--- config.mk ---
export PLATFORM = sky130hd
export DESIGN_NAME = mux_scan_ctrl
export DESIGN_NICKNAME = d
export VERILOG_FILES = /design/src/rtl/mux_scan_ctrl.sv
export SDC_FILE = /design/constraint.sdc
export NUM_CORES = 1
export LEC_CHECK = 0
export BUFFER_PORTS_ARGS = -buffer_cell sky130_fd_sc_hd__buf_2
export CAP_MARGIN = 5
export CORE_ASPECT_RATIO = 0.8
export CORE_MARGIN = 1
export CORE_UTILIZATION = 53
export CTS_CLUSTER_DIAMETER = 120
export DETAILED_ROUTE_END_ITERATION = 16
export GPL_TIMING_DRIVEN = 0
export PLACE_DENSITY = 0.77
export SYNTH_ARGS = -nofsm -noshare
export SYNTH_HDL_FRONTEND = slang
export SYNTH_SLANG_ARGS = --single-unit
--- constraint.sdc ---
create_clock -name clk -period 1.7 [get_ports clk]
set_input_delay 0 -clock clk [delete_from_list [all_inputs] [get_ports clk]]
set_output_delay 0 -clock clk [all_outputs]
set_load 0.05 [all_outputs]
--- src/rtl/mux_scan_ctrl.sv ---
// mux_scan_ctrl: sequencer beside an 8-to-1 mux.
// Drives the mux select through 0..7 and holds each select value for SETTLE cycles.
// Samples mux_out on the last cycle of each step.
// On the completion edge it publishes the assembled 8-bit word on data and pulses done.
// Optional feature macro: SCAN_PARITY_EN. When defined, it adds a registered parity output.
// That output is the XOR of data.
module mux_scan_ctrl #(
  parameter int SETTLE = 1
) (
  input  logic       clk,
  input  logic       rst,
  input  logic       start,
  input  logic       mux_out,
  output logic [2:0] sel,
  output logic [7:0] data,
  output logic       busy,
`ifdef SCAN_PARITY_EN
  output logic       parity,
`endif
  output logic       done
);

  // Last wait count of each select step.
  localparam logic [7:0] SETTLE_M1 = 8'(SETTLE - 1);

  // Reject settle times that the 8-bit wait counter cannot represent.
  generate
    if ((SETTLE < 1) || (SETTLE > 255)) begin : g_settle_range_bad
      $error("mux_scan_ctrl: SETTLE must be within 1..255");
    end
  endgenerate

  typedef enum logic [0:0] {
    IDLE = 1'b0,
    SCAN = 1'b1
  } state_t;

  state_t      state_r, state_s;
  logic [2:0]  sel_r, sel_s;
  logic [7:0]  wait_r, wait_s;
  logic [7:0]  shreg_r, shreg_s;
  logic [7:0]  data_r, data_s;
  logic        busy_r, busy_s;
  logic        done_r, done_s;
  logic [7:0]  asm_s;

`ifdef SCAN_PARITY_EN
  logic        parity_r, parity_s;

  // Even parity over a captured byte.
  function automatic logic parity8(input logic [7:0] w);
    return ^w;
  endfunction
`endif

  // State and output registers; the async reset aborts any scan in progress.
  always_ff @(posedge clk or posedge rst) begin
    if (rst) begin
      state_r  <= IDLE;
      sel_r    <= 3'd0;
      wait_r   <= 8'd0;
      shreg_r  <= 8'h00;
      data_r   <= 8'h00;
      busy_r   <= 1'b0;
      done_r   <= 1'b0;
`ifdef SCAN_PARITY_EN
      parity_r <= 1'b0;
`endif
    end else begin
      state_r  <= state_s;
      sel_r    <= sel_s;
      wait_r   <= wait_s;
      shreg_r  <= shreg_s;
      data_r   <= data_s;
      busy_r   <= busy_s;
      done_r   <= done_s;
`ifdef SCAN_PARITY_EN
      parity_r <= parity_s;
`endif
    end
  end

  // Next-state logic: step sel, count settle cycles, assemble the word and publish it on completion.
  always_comb begin
    state_s  = state_r;
    sel_s    = sel_r;
    wait_s   = wait_r;
    shreg_s  = shreg_r;
    data_s   = data_r;
    busy_s   = busy_r;
    done_s   = 1'b0;
`ifdef SCAN_PARITY_EN
    parity_s = parity_r;
`endif
    // Word as it looks once the current mux_out bit is merged in.
    asm_s         = shreg_r;
    asm_s[sel_r]  = mux_out;

    case (state_r)
      IDLE: begin
        if (start) begin
          state_s = SCAN;
          sel_s   = 3'd0;
          wait_s  = 8'd0;
          shreg_s = 8'h00;
          busy_s  = 1'b1;
        end else begin
          sel_s   = 3'd0;
          busy_s  = 1'b0;
        end
      end
      SCAN: begin
        if (wait_r < SETTLE_M1) begin
          wait_s = wait_r + 8'd1;
        end else begin
          wait_s  = 8'd0;
          shreg_s = asm_s;
          if (sel_r != 3'd7) begin
            sel_s = sel_r + 3'd1;
          end else begin
            // Completion: the bit sampled on this edge is part of the published word.
            data_s   = asm_s;
            done_s   = 1'b1;
            busy_s   = 1'b0;
            sel_s    = 3'd0;
            state_s  = IDLE;
`ifdef SCAN_PARITY_EN
            parity_s = parity8(asm_s);
`endif
          end
        end
      end
      default: begin
        state_s = IDLE;
        sel_s   = 3'd0;
        wait_s  = 8'd0;
        shreg_s = 8'h00;
        busy_s  = 1'b0;
      end
    endcase
  end

  assign sel    = sel_r;
  assign data   = data_r;
  assign busy   = busy_r;
  assign done   = done_r;
`ifdef SCAN_PARITY_EN
  assign parity = parity_r;
`endif

endmodule

Word-level counts from Yosys, hierarchy flattened
Index checks and enable logic that the tools add are counted.
{ "totals": {"output_inout_bits": 13, "regBits": 30} }
{ "op_classes": {"eq_ne": 4, "mux": 21, "addsub": 2, "n_lt_le_gt_ge": 3, "reduce_logical": 4, "bitwise": 3} }
{ "ops": {"columns": ["op", "count"], "rows": [
  ["$pmux W8 S2", 2],
  ["$mux W8", 3],
  ["$mux W1", 9],
  ["$add A8 B1 Y8 const B", 1],
  ["$bwmux W8", 1],
  ["$lt A8 B1 Y1 const B", 1],
  ["$mux W3", 2],
  ["$ne A2 B2 Y1 const B", 3],
  ["$pmux W3 S2", 1],
  ["$lt A3 B4 Y1 const B", 1],
  ["$pmux W1 S2", 2],
  ["$reduce_and A2 Y1", 2],
  ["$add A3 B1 Y3 const B", 1],
  ["$demux W1 S3", 1],
  ["$ge A3 B1 Y1 const B", 1],
  ["$ne A3 B3 Y1 const B", 1],
  ["$not A1 Y1", 3],
  ["$reduce_and A3 Y1", 1],
  ["$logic_and A1 B1 Y1", 1]
]} }

Depth between registers and ports, before layout
Gate-level depths: netlist of the first run.
{ "logic_depth": {"depth_word": 7, "mapped_depth": 7} }

Least setup slack after synthesis of the first run
Ideal clock, no wire load.
{ "synth_path": {"kind": "register to register", "from": "register sel_r[1] (netlist: sel[1])", "to": "register data_r[0] (netlist: data[0])", "path_stages_with_launch": 8, "setup_ns": 0.077, "required_time_ns": 1.623, "arrival_time_ns": 1.699, "setup_slack_ns": -0.077, "path_cell_list": "dfrtp_1 -> ha_1 -> ha_1 -> and2_1 -> buf_2 -> buf_2 -> nor2_1 -> a21oi_1"} }
{ "synth_via": {"elab_chain_cells": 5, "word_cells_on_any_way": 9} }
{ "synth_rtl": {"columns": ["element", "line", "source"], "rows": [
  ["from (decl)", "39", "logic [2:0] sel_r, sel_s;"],
  ["from (signal assigned)", "71", "sel_r <= sel_s;"],
  ["$lt A3 B4 Y1 (implied by the code) / $ge A3 B1 Y1 (equally long branches)", "97", "asm_s[sel_r] = mux_out;"],
  ["$logic_and A1 B1 Y1 (implied by the code)", "97", null],
  ["$mux W1 (implied by the code)", "97", null],
  ["$demux W1 S3", "97", null],
  ["$bwmux W8", "97", null],
  ["to (signal assigned)", "74", "data_r <= data_s;"],
  ["to (decl)", "42", "logic [7:0] data_r, data_s;"]
]} }
Several ways; a longest one is shown, not always the timed one.
A chain may end at the register's enable or synchronous reset.

Final worst setup path of the first run
Ends and elaborated chain as after synthesis.

==> results of run 1 <==
[flip-flops by register name, indices dropped and copies added (netlist names)]
register / count
state_r: 1
sel: 3
done: 1
busy: 1
data: 8
shreg_r: 8
[through the flow]
| stage | util | area [sq um] |
|---|---|---|
| 2_1_floorplan | - | 962 |
| 3_3_place_gp | 0.642 | 1060 |
| 3_5_place_dp | 0.642 | 1060 |
| 4_1_cts | 0.670 | 1110 |
| 5_1_grt | 0.674 | 1120 |
| 6_report | 0.674 | 1120 |
[cell type report]
cell class | instances | area [sq um]
timing repair buffer | 17 | 92.6
inverter | 7 | 26.3
buffer | 5 | 23.8
fill | 150 | 541
tap | 22 | 27.5
sequential | 22 | 552
multi-input combinational | 58 | 360
clock buffer | 4 | 36.3
[path summary, 6_finish.rpt]
kind                               to  slack [ns]
max in group asynchronous      sel[1]        0.78
setup reg to reg              data[0]        0.14
setup / recovery              data[0]        0.14
hold / removal             shreg_r[0]        0.02
hold reg to reg                  busy        0.50
min in group asynchronous     data[3]        0.37
[metal layers]
layer,global-route usage,up-vias
li1,-,353
met1,0.221,335
met2,0.341,12
met3,0.0568,4
met4,0.0857,0
met5,0,-
[kinds of logic (layout without fill, tap and decap cells)]
kind of cell	count (synthesis)	after routing	synth area share
AOI/OAI and AO/OA	22	22	0.124
adders and majority gates	2	2	0.0260
buffers and inverters	12	33	0.0521
DFF	22	22	0.573
muxes	8	8	0.0833
and+or+nand+nor	26	26	0.142
[cell usage after synthesis (2+ instances only)]
master,instances,area (sq um)
and2_1,3,18.8
nand2_1,4,15.0
nor2_1,10,37.5
a21oi_1,13,65.1
ha_1,2,25.0
buf_2,4,20.0
nand3b_1,3,22.5
inv_1,7,26.3
mux2i_1,8,80.1
o22ai_1,5,31.3
o21ai_0,3,15.0
nor3b_1,2,15.0
dfrtp_1,22,551
[critical path: cells and delay by family, from the launching register on]
family	cells	cell delay, ns
DFF	1	0.43
buffers and inverters	2	0.37
adders and majority gates	2	0.36
and+or+nand+nor	2	0.25
AOI/OAI and AO/OA	1	0.04
[timing repair]
item                                   CTS  global route
hold buffers                             1             0
resized for setup                        0             0
setup endpoints to repair                0             1
buffers inserted                         0             1
endpoints found under the hold margin   22             0
==> results.sh, run 1 <==
export IMPL_holdCritStartpoint="start"
export IMPL_slowest_delay_ns=0.43
export IMPL_yosys_register_bits=22
export IMPL_wl_met2_um=809
export IMPL_ctsRootBufferMaster="clkbuf_4"
export IMPL_syn_instance_count=92
export IMPL_num_antenna_cells=0
export IMPL_hold_class="input port to register"
export IMPL_fmax_ghz=0.639
export IMPL_clock_sinks=22
export IMPL_vias=704
export IMPL_relSlewSlack=0.460
export IMPL_grt_max_degree=23
export IMPL_worstPathArrival_ns=1.76
export IMPL_setup_tns_final_ns=0
export IMPL_holdWs_ns=0.0181
export IMPL_cp_startpoint="sel[1]"
export IMPL_worstPathCellList="ha_1, ha_1, and2_1, buf_2, buf_2, nor2_1, a21oi_1"
export IMPL_start_util=0.579
export IMPL_htreeDepth=1
export IMPL_whs_path_depth=4
export IMPL_dp_cells=129
export IMPL_ys_flop_type="dfrtp_1"
export IMPL_num_rows=13
export IMPL_grt_ovfl_total=0
export IMPL_wl_met1_um=777
export IMPL_fin_ws_ns=0.136
export IMPL_startpoint_type="register"
export IMPL_drive_gt1_frac=0.239
export IMPL_reg2reg_from="sel[1]"
export IMPL_ioPinCount=17
export IMPL_first_pass_iters=4
export IMPL_dpl_worst_slack_ns=0.0664
export IMPL_synthArstFlopShare=1.00
export IMPL_end_kind="register"
export IMPL_grtUsageTotal=0.191
export IMPL_io_buffer_count=15
export IMPL_drt_iter0_markers=10
export IMPL_post_route_period_util=0.920
export IMPL_synth_area_sq_um=961
export IMPL_dr_wl_met3_um=70
export IMPL_grt_pass1_vias=614
export IMPL_grt_pass1_wl_um=2640
export IMPL_drc_errors=0
export IMPL_syn_avg_cell_area_sq_um=10.4
export IMPL_cap_violations=0
export IMPL_critPathSlowestCell="dfrtp_2"
export IMPL_reg2reg_depth=7
export IMPL_dp_hpwl_um=1220
export IMPL_synth_warnings=0
export IMPL_clock_latency_ns=0.31
export IMPL_coreArea_sq_um=1660
export IMPL_worst_pin_slew_ns=0.809
export IMPL_routed_wl_um=1680
export IMPL_worstSetupPathType="register to register"
export IMPL_antenna_found_initial=0
export IMPL_cts_buffers=3
export IMPL_rsz0062_at_grt="no"
export IMPL_finalCriticalPeriod_ns=1.56
export IMPL_cp_max_fo=10
export IMPL_nets=120
export IMPL_die_y_um=40.1
export IMPL_ys_seq_area_frac=0.573
export IMPL_status="completed"
export IMPL_wl_per_cell_um=12.4
export IMPL_synth_edff_count=0
export IMPL_synth_distinct_cells=19
export IMPL_final_common_cell="dfrtp_1"
export IMPL_syn_num_nets=98
export IMPL_cp_required_ns=1.90
export IMPL_layout_common_cells="dfrtp_1, buf_2, a21oi_1, nor2_1, mux2i_1"
export IMPL_tritoncts="built"
export IMPL_syn2layout_area_growth_pct=16.4
export IMPL_die_width_um=49.6
export IMPL_fin_cells=135
export IMPL_dieArea_sq_um=1990
export IMPL_clockBufferDepth=2
export IMPL_gp_congestion=0.772
export IMPL_setup_viol=0
export IMPL_fin_skew_ns=0.00447
export IMPL_path_clk_slew_ns=0.12
export IMPL_via_per_inst=5.21
export IMPL_drt_antenna_violating_nets=0
export IMPL_hold_violations=0
export IMPL_top_layer_used="met4"
export IMPL_slew_viol_final=0
Power of run 1 is not shown: default switching activity piles up to over one toggle a cycle in this logic, so the estimate is an artifact.
==> run 2, diff against run 1 <==
- CORE_MARGIN: 1 -> 2
==> run 2 against run 1 <==
Setup slack got worse by 0.029 ns; hold slack improved by 0.018 ns; global-route usage fell by 0.78 points; utilization fell by 0.15 points; register-to-register slack got worse by 0.03 ns; via count rose by 3.7%; non-clock buffer count rose by 1; flip-flop and latch count did not move; cell area fell by 0.22%; sequential share of layout area rose by 0.11 points; highest routed layer unchanged; critical path depth did not move; maximum frequency fell by 1.8%; critical path type unchanged.
==> results.sh, run 2 (synthesis gave the netlist of run 1 again) <==
export IMPL_layout_common_cells="dfrtp_1, buf_2, a21oi_1, nor2_1, mux2i_1"
export IMPL_ctsResizeCount=0
export IMPL_start_util=0.579
export IMPL_cap_violations=0
export IMPL_die_y_um=42.1
export IMPL_io_buffer_count=15
export IMPL_path_clk_slew_ns=0.11
export IMPL_post_route_period_util=0.937
export IMPL_clock_latency_ns=0.30
export IMPL_setup_viol=0
export IMPL_fin_skew_ns=0.00913
export IMPL_die_width_um=51.6
export IMPL_drt_antenna_violating_nets=0
export IMPL_dp_hpwl_um=1270
export IMPL_htreeDepth=1
export IMPL_num_rows=13
export IMPL_fmax_ghz=0.628
export IMPL_nets=121
export IMPL_clock_sinks=22
export IMPL_grt_pass1_wl_um=2900
export IMPL_gp_congestion=0.776
export IMPL_cts_buffers=3
export IMPL_worstPathCellList="ha_1, ha_1, and2_1, buf_2, buf_2, nor2_1, a21oi_1"
export IMPL_clockBufferDepth=2
export IMPL_cp_max_fo=10
export IMPL_status="completed"
export IMPL_ctsRootBufferMaster="clkbuf_4"
export IMPL_setup_tns_final_ns=0
export IMPL_startpoint_type="register"
export IMPL_final_common_cell="dfrtp_1"
export IMPL_holdWs_ns=0.0365
export IMPL_end_kind="register"
export IMPL_hold_class="input port to register"
export IMPL_grtUsageTotal=0.183
export IMPL_relSlewSlack=0.464
export IMPL_cp_required_ns=1.88
export IMPL_tritoncts="built"
export IMPL_regToRegSetupSlack_ns=0.11
export IMPL_worstSetupPathType="register to register"
export IMPL_wl_per_cell_um=13.3
export IMPL_slowest_delay_ns=0.44
export IMPL_coreArea_sq_um=1660
export IMPL_drc_errors=0
export IMPL_dieArea_sq_um=2170
export IMPL_vias=730
export IMPL_ioPinCount=17
export IMPL_grt_max_degree=23
export IMPL_num_antenna_cells=0
export IMPL_grt_ovfl_total=0
export IMPL_routed_wl_um=1810
export IMPL_grt_pass1_vias=648
export IMPL_syn2layout_area_growth_pct=16.1
export IMPL_slew_viol_final=0
export IMPL_drive_gt1_frac=0.237
export IMPL_place_area_sq_um=1060
export IMPL_finalCriticalPeriod_ns=1.59
export IMPL_first_pass_iters=4
export IMPL_rsz0062_at_grt="no"
export IMPL_hold_violations=0
export IMPL_critPathSlowestCell="dfrtp_2"
export IMPL_post_route_util=0.673
export IMPL_finalInstanceArea_sq_um=1120
export IMPL_worst_pin_slew_ns=0.803
export IMPL_worstPathArrival_ns=1.77
export IMPL_drt_iter0_markers=11
export IMPL_antenna_found_initial=0
export IMPL_via_per_inst=5.37
[run 2: worst max-delay path: cells and delay by family, from the launching register on]
kind,cells,cell delay (ns)
buffers and inverters,2,0.37
flip-flops,1,0.44
AO/OA/AOI/OAI,1,0.05
AND/OR/NAND/NOR,2,0.24
adder cells (fa/ha/maj),2,0.37
[run 2: path summary, 6_finish.rpt]
kind | from | endpoint | cells past startpoint
max in group asynchronous | rst | sel[1] | 3
worst max register to register | sel[1] | data[0] | 7
worst max-delay path | sel[1] | data[0] | 7
worst min-delay path | start | shreg_r[0] | 4
worst min register to register | busy | busy | 1
min in group asynchronous | rst | shreg_r[4] | 3
[run 2: stage by stage]
step | instances | setup WS (ns)
after floorplan | 92 | 0.00355
after global placement | 129 | 0.103
after detailed placement | 129 | 0.0779
after CTS | 134 | 0.0460
after global routing | 136 | 0.0256
final | 136 | 0.107
[run 2: area by class of cell]
type                    count  area, sq um
plain buffers               5         23.8
clock buffers               4         26.3
fillers                   135          543
inverters                   7         26.3
multi-input cells          58          360
flip-flops and latches     22          552
well taps                  22         27.5
repair buffers             18          100
[run 2: repair_timing]
item / CTS / global route
hold buffers: 1 / 0
setup buffers: 0 / 2
setup endpoints to repair: 0 / 2
endpoints found under the hold margin: 22 / 0
[run 2: routing by layer]
metal  up-vias  global-route usage  share of wire
met5         -                   0              0
met4         0              0.0474         0.0077
met3         2              0.0536          0.046
met2        20               0.308           0.50
met1       349               0.230           0.45
li1        359                   -              -
Power of run 2 is left out for the same reason.
==> run 3, diff against run 2 <==
- CORE_MARGIN: 2 -> 10
- CTS_CLUSTER_SIZE: unset -> 12
==> run 3 against run 2 <==
Register-to-register slack better by 0.06 ns; flip-flop and latch count unchanged; maximum frequency up 4.2%; via count down 5.1%; global-route usage down 7.8 points; hold slack better by 0.00078 ns; first-iteration DRC count rose to 3.9 times the previous value; routed wire length down 2.5%; utilization down 0.80 points; non-clock buffer count down 2; critical path type unchanged; critical endpoint is now busy; largest cell class unchanged.
==> results.sh, run 3 (synthesis gave the netlist of run 1 again) <==
export IMPL_end_kind="register"
export IMPL_gp_congestion=0.802
export IMPL_post_route_period_util=0.899
export IMPL_drt_antenna_violating_nets=0
export IMPL_n_fill_cell=141
export IMPL_worstPathArrival_ns=1.78
export IMPL_critPathBufInv=1
export IMPL_die_width_um=67.6
export IMPL_hold_class="input port to register"
export IMPL_path_clk_slew_ns=0.12
export IMPL_start_util=0.574
export IMPL_dieArea_sq_um=3930
export IMPL_vias=693
export IMPL_ctsResizeCount=0
export IMPL_clock_sinks=22
export IMPL_htreeDepth=1
export IMPL_nets=119
export IMPL_status="completed"
export IMPL_wl_per_cell_um=13.2
export IMPL_io_buffer_count=15
export IMPL_antenna_found_initial=0
export IMPL_relSlewSlack=0.446
export IMPL_dp_hpwl_um=1370
export IMPL_setup_tns_final_ns=0
export IMPL_fin_skew_ns=0.00385
export IMPL_die_y_um=58.1
export IMPL_grt_pass1_vias=742
export IMPL_grt_max_degree=23
export IMPL_grtUsageTotal=0.105
export IMPL_num_antenna_cells=0
export IMPL_drc_errors=0
export IMPL_ioPinCount=17
export IMPL_syn2layout_area_growth_pct=15.9
export IMPL_tritoncts="built"
export IMPL_via_per_inst=5.17
export IMPL_grt_ovfl_total=0
export IMPL_ctsRootBufferMaster="clkbuf_4"
export IMPL_worstSetupPathType="register to register"
export IMPL_cts_buffers=3
export IMPL_worst_pin_slew_ns=0.830
export IMPL_cp_common_cell="ha_1"
export IMPL_slew_viol_final=0
export IMPL_fmax_ghz=0.655
export IMPL_critPathSlowestCell="dfrtp_2"
export IMPL_drive_gt1_frac=0.232
export IMPL_setup_viol=0
export IMPL_cp_required_ns=1.95
export IMPL_coreArea_sq_um=1680
export IMPL_grt_pass1_wl_um=3280
export IMPL_num_rows=13
export IMPL_final_common_cell="dfrtp_1"
export IMPL_first_pass_iters=4
export IMPL_worstPathCellList="ha_1, ha_1, and2_1, buf_2, nor2_1, o21a_1"
export IMPL_clockBufferDepth=2
export IMPL_startpoint_type="register"
export IMPL_post_route_util=0.665
export IMPL_hold_violations=0
export IMPL_drt_iter0_markers=43
export IMPL_clock_latency_ns=0.30
export IMPL_finalCriticalPeriod_ns=1.53
export IMPL_slowest_delay_ns=0.47
export IMPL_cp_max_fo=18
export IMPL_layout_common_cells="dfrtp_1, buf_2, a21oi_1, nor2_1, mux2i_1"
export IMPL_cap_violations=0
export IMPL_rsz0062_at_grt="no"
export IMPL_cp_top_family="flip-flops"
export IMPL_routed_wl_um=1770
[run 3: path summary, 6_finish.rpt]
path                       slack (ns)  cells after the start  startpoint         end
max                              0.17                      6      sel[1]        busy
min                              0.04                      4       start  shreg_r[0]
max reg2reg                      0.17                      6      sel[1]        busy
min reg2reg                      0.50                      1        busy        busy
max in group asynchronous        0.75                      3         rst      sel[1]
min in group asynchronous        0.39                      3         rst     data[7]
[run 3: worst reg2reg max path: cells and delay by family, from the launching register on]
kind / cells / cell delay [ns]
compound gates: 1 / 0.13
simple gates: 2 / 0.29
flops: 1 / 0.47
buf+inv: 1 / 0.21
fa+ha+maj: 2 / 0.37
[run 3: repair_timing]
item	in CTS	in global routing
buffers inserted	0	1
setup endpoints to repair	0	4
endpoints found under the hold margin	22	0
hold buffers	1	0
[run 3: per-layer routing]
| metal | track usage | wire length, um | vias up |
|---|---|---|---|
| li1 | - | - | 352 |
| met1 | 0.119 | 753 | 331 |
| met2 | 0.182 | 900 | 10 |
| met3 | 0.0480 | 114 | 0 |
| met4 | 0.00877 | 0 | 0 |
| met5 | 0 | 0 | - |
[run 3: final cells by class]
cell class	count	area (sq um)	area share
tap	22	27.5	0.0247
clock buffer	4	36.3	0.0326
timing repair buffer	17	92.6	0.0831
inverter	7	26.3	0.0236
sequential	22	552	0.496
multi-input combinational	58	360	0.324
buffer	4	18.8	0.0169
[run 3: metrics by stage]
step	area [sq um]	cells	hold WS, ns	setup slack [ns]
floorplan	962	92	-0.0108	0.00355
CTS	1110	134	0.0260	0.0796
global placement	1060	129	0.183	0.106
detailed placement	1060	129	0.211	0.101
finish	1110	134	0.0372	0.172
global route	1110	134	0.0613	0.0196
Power of run 3 is left out for the same reason.
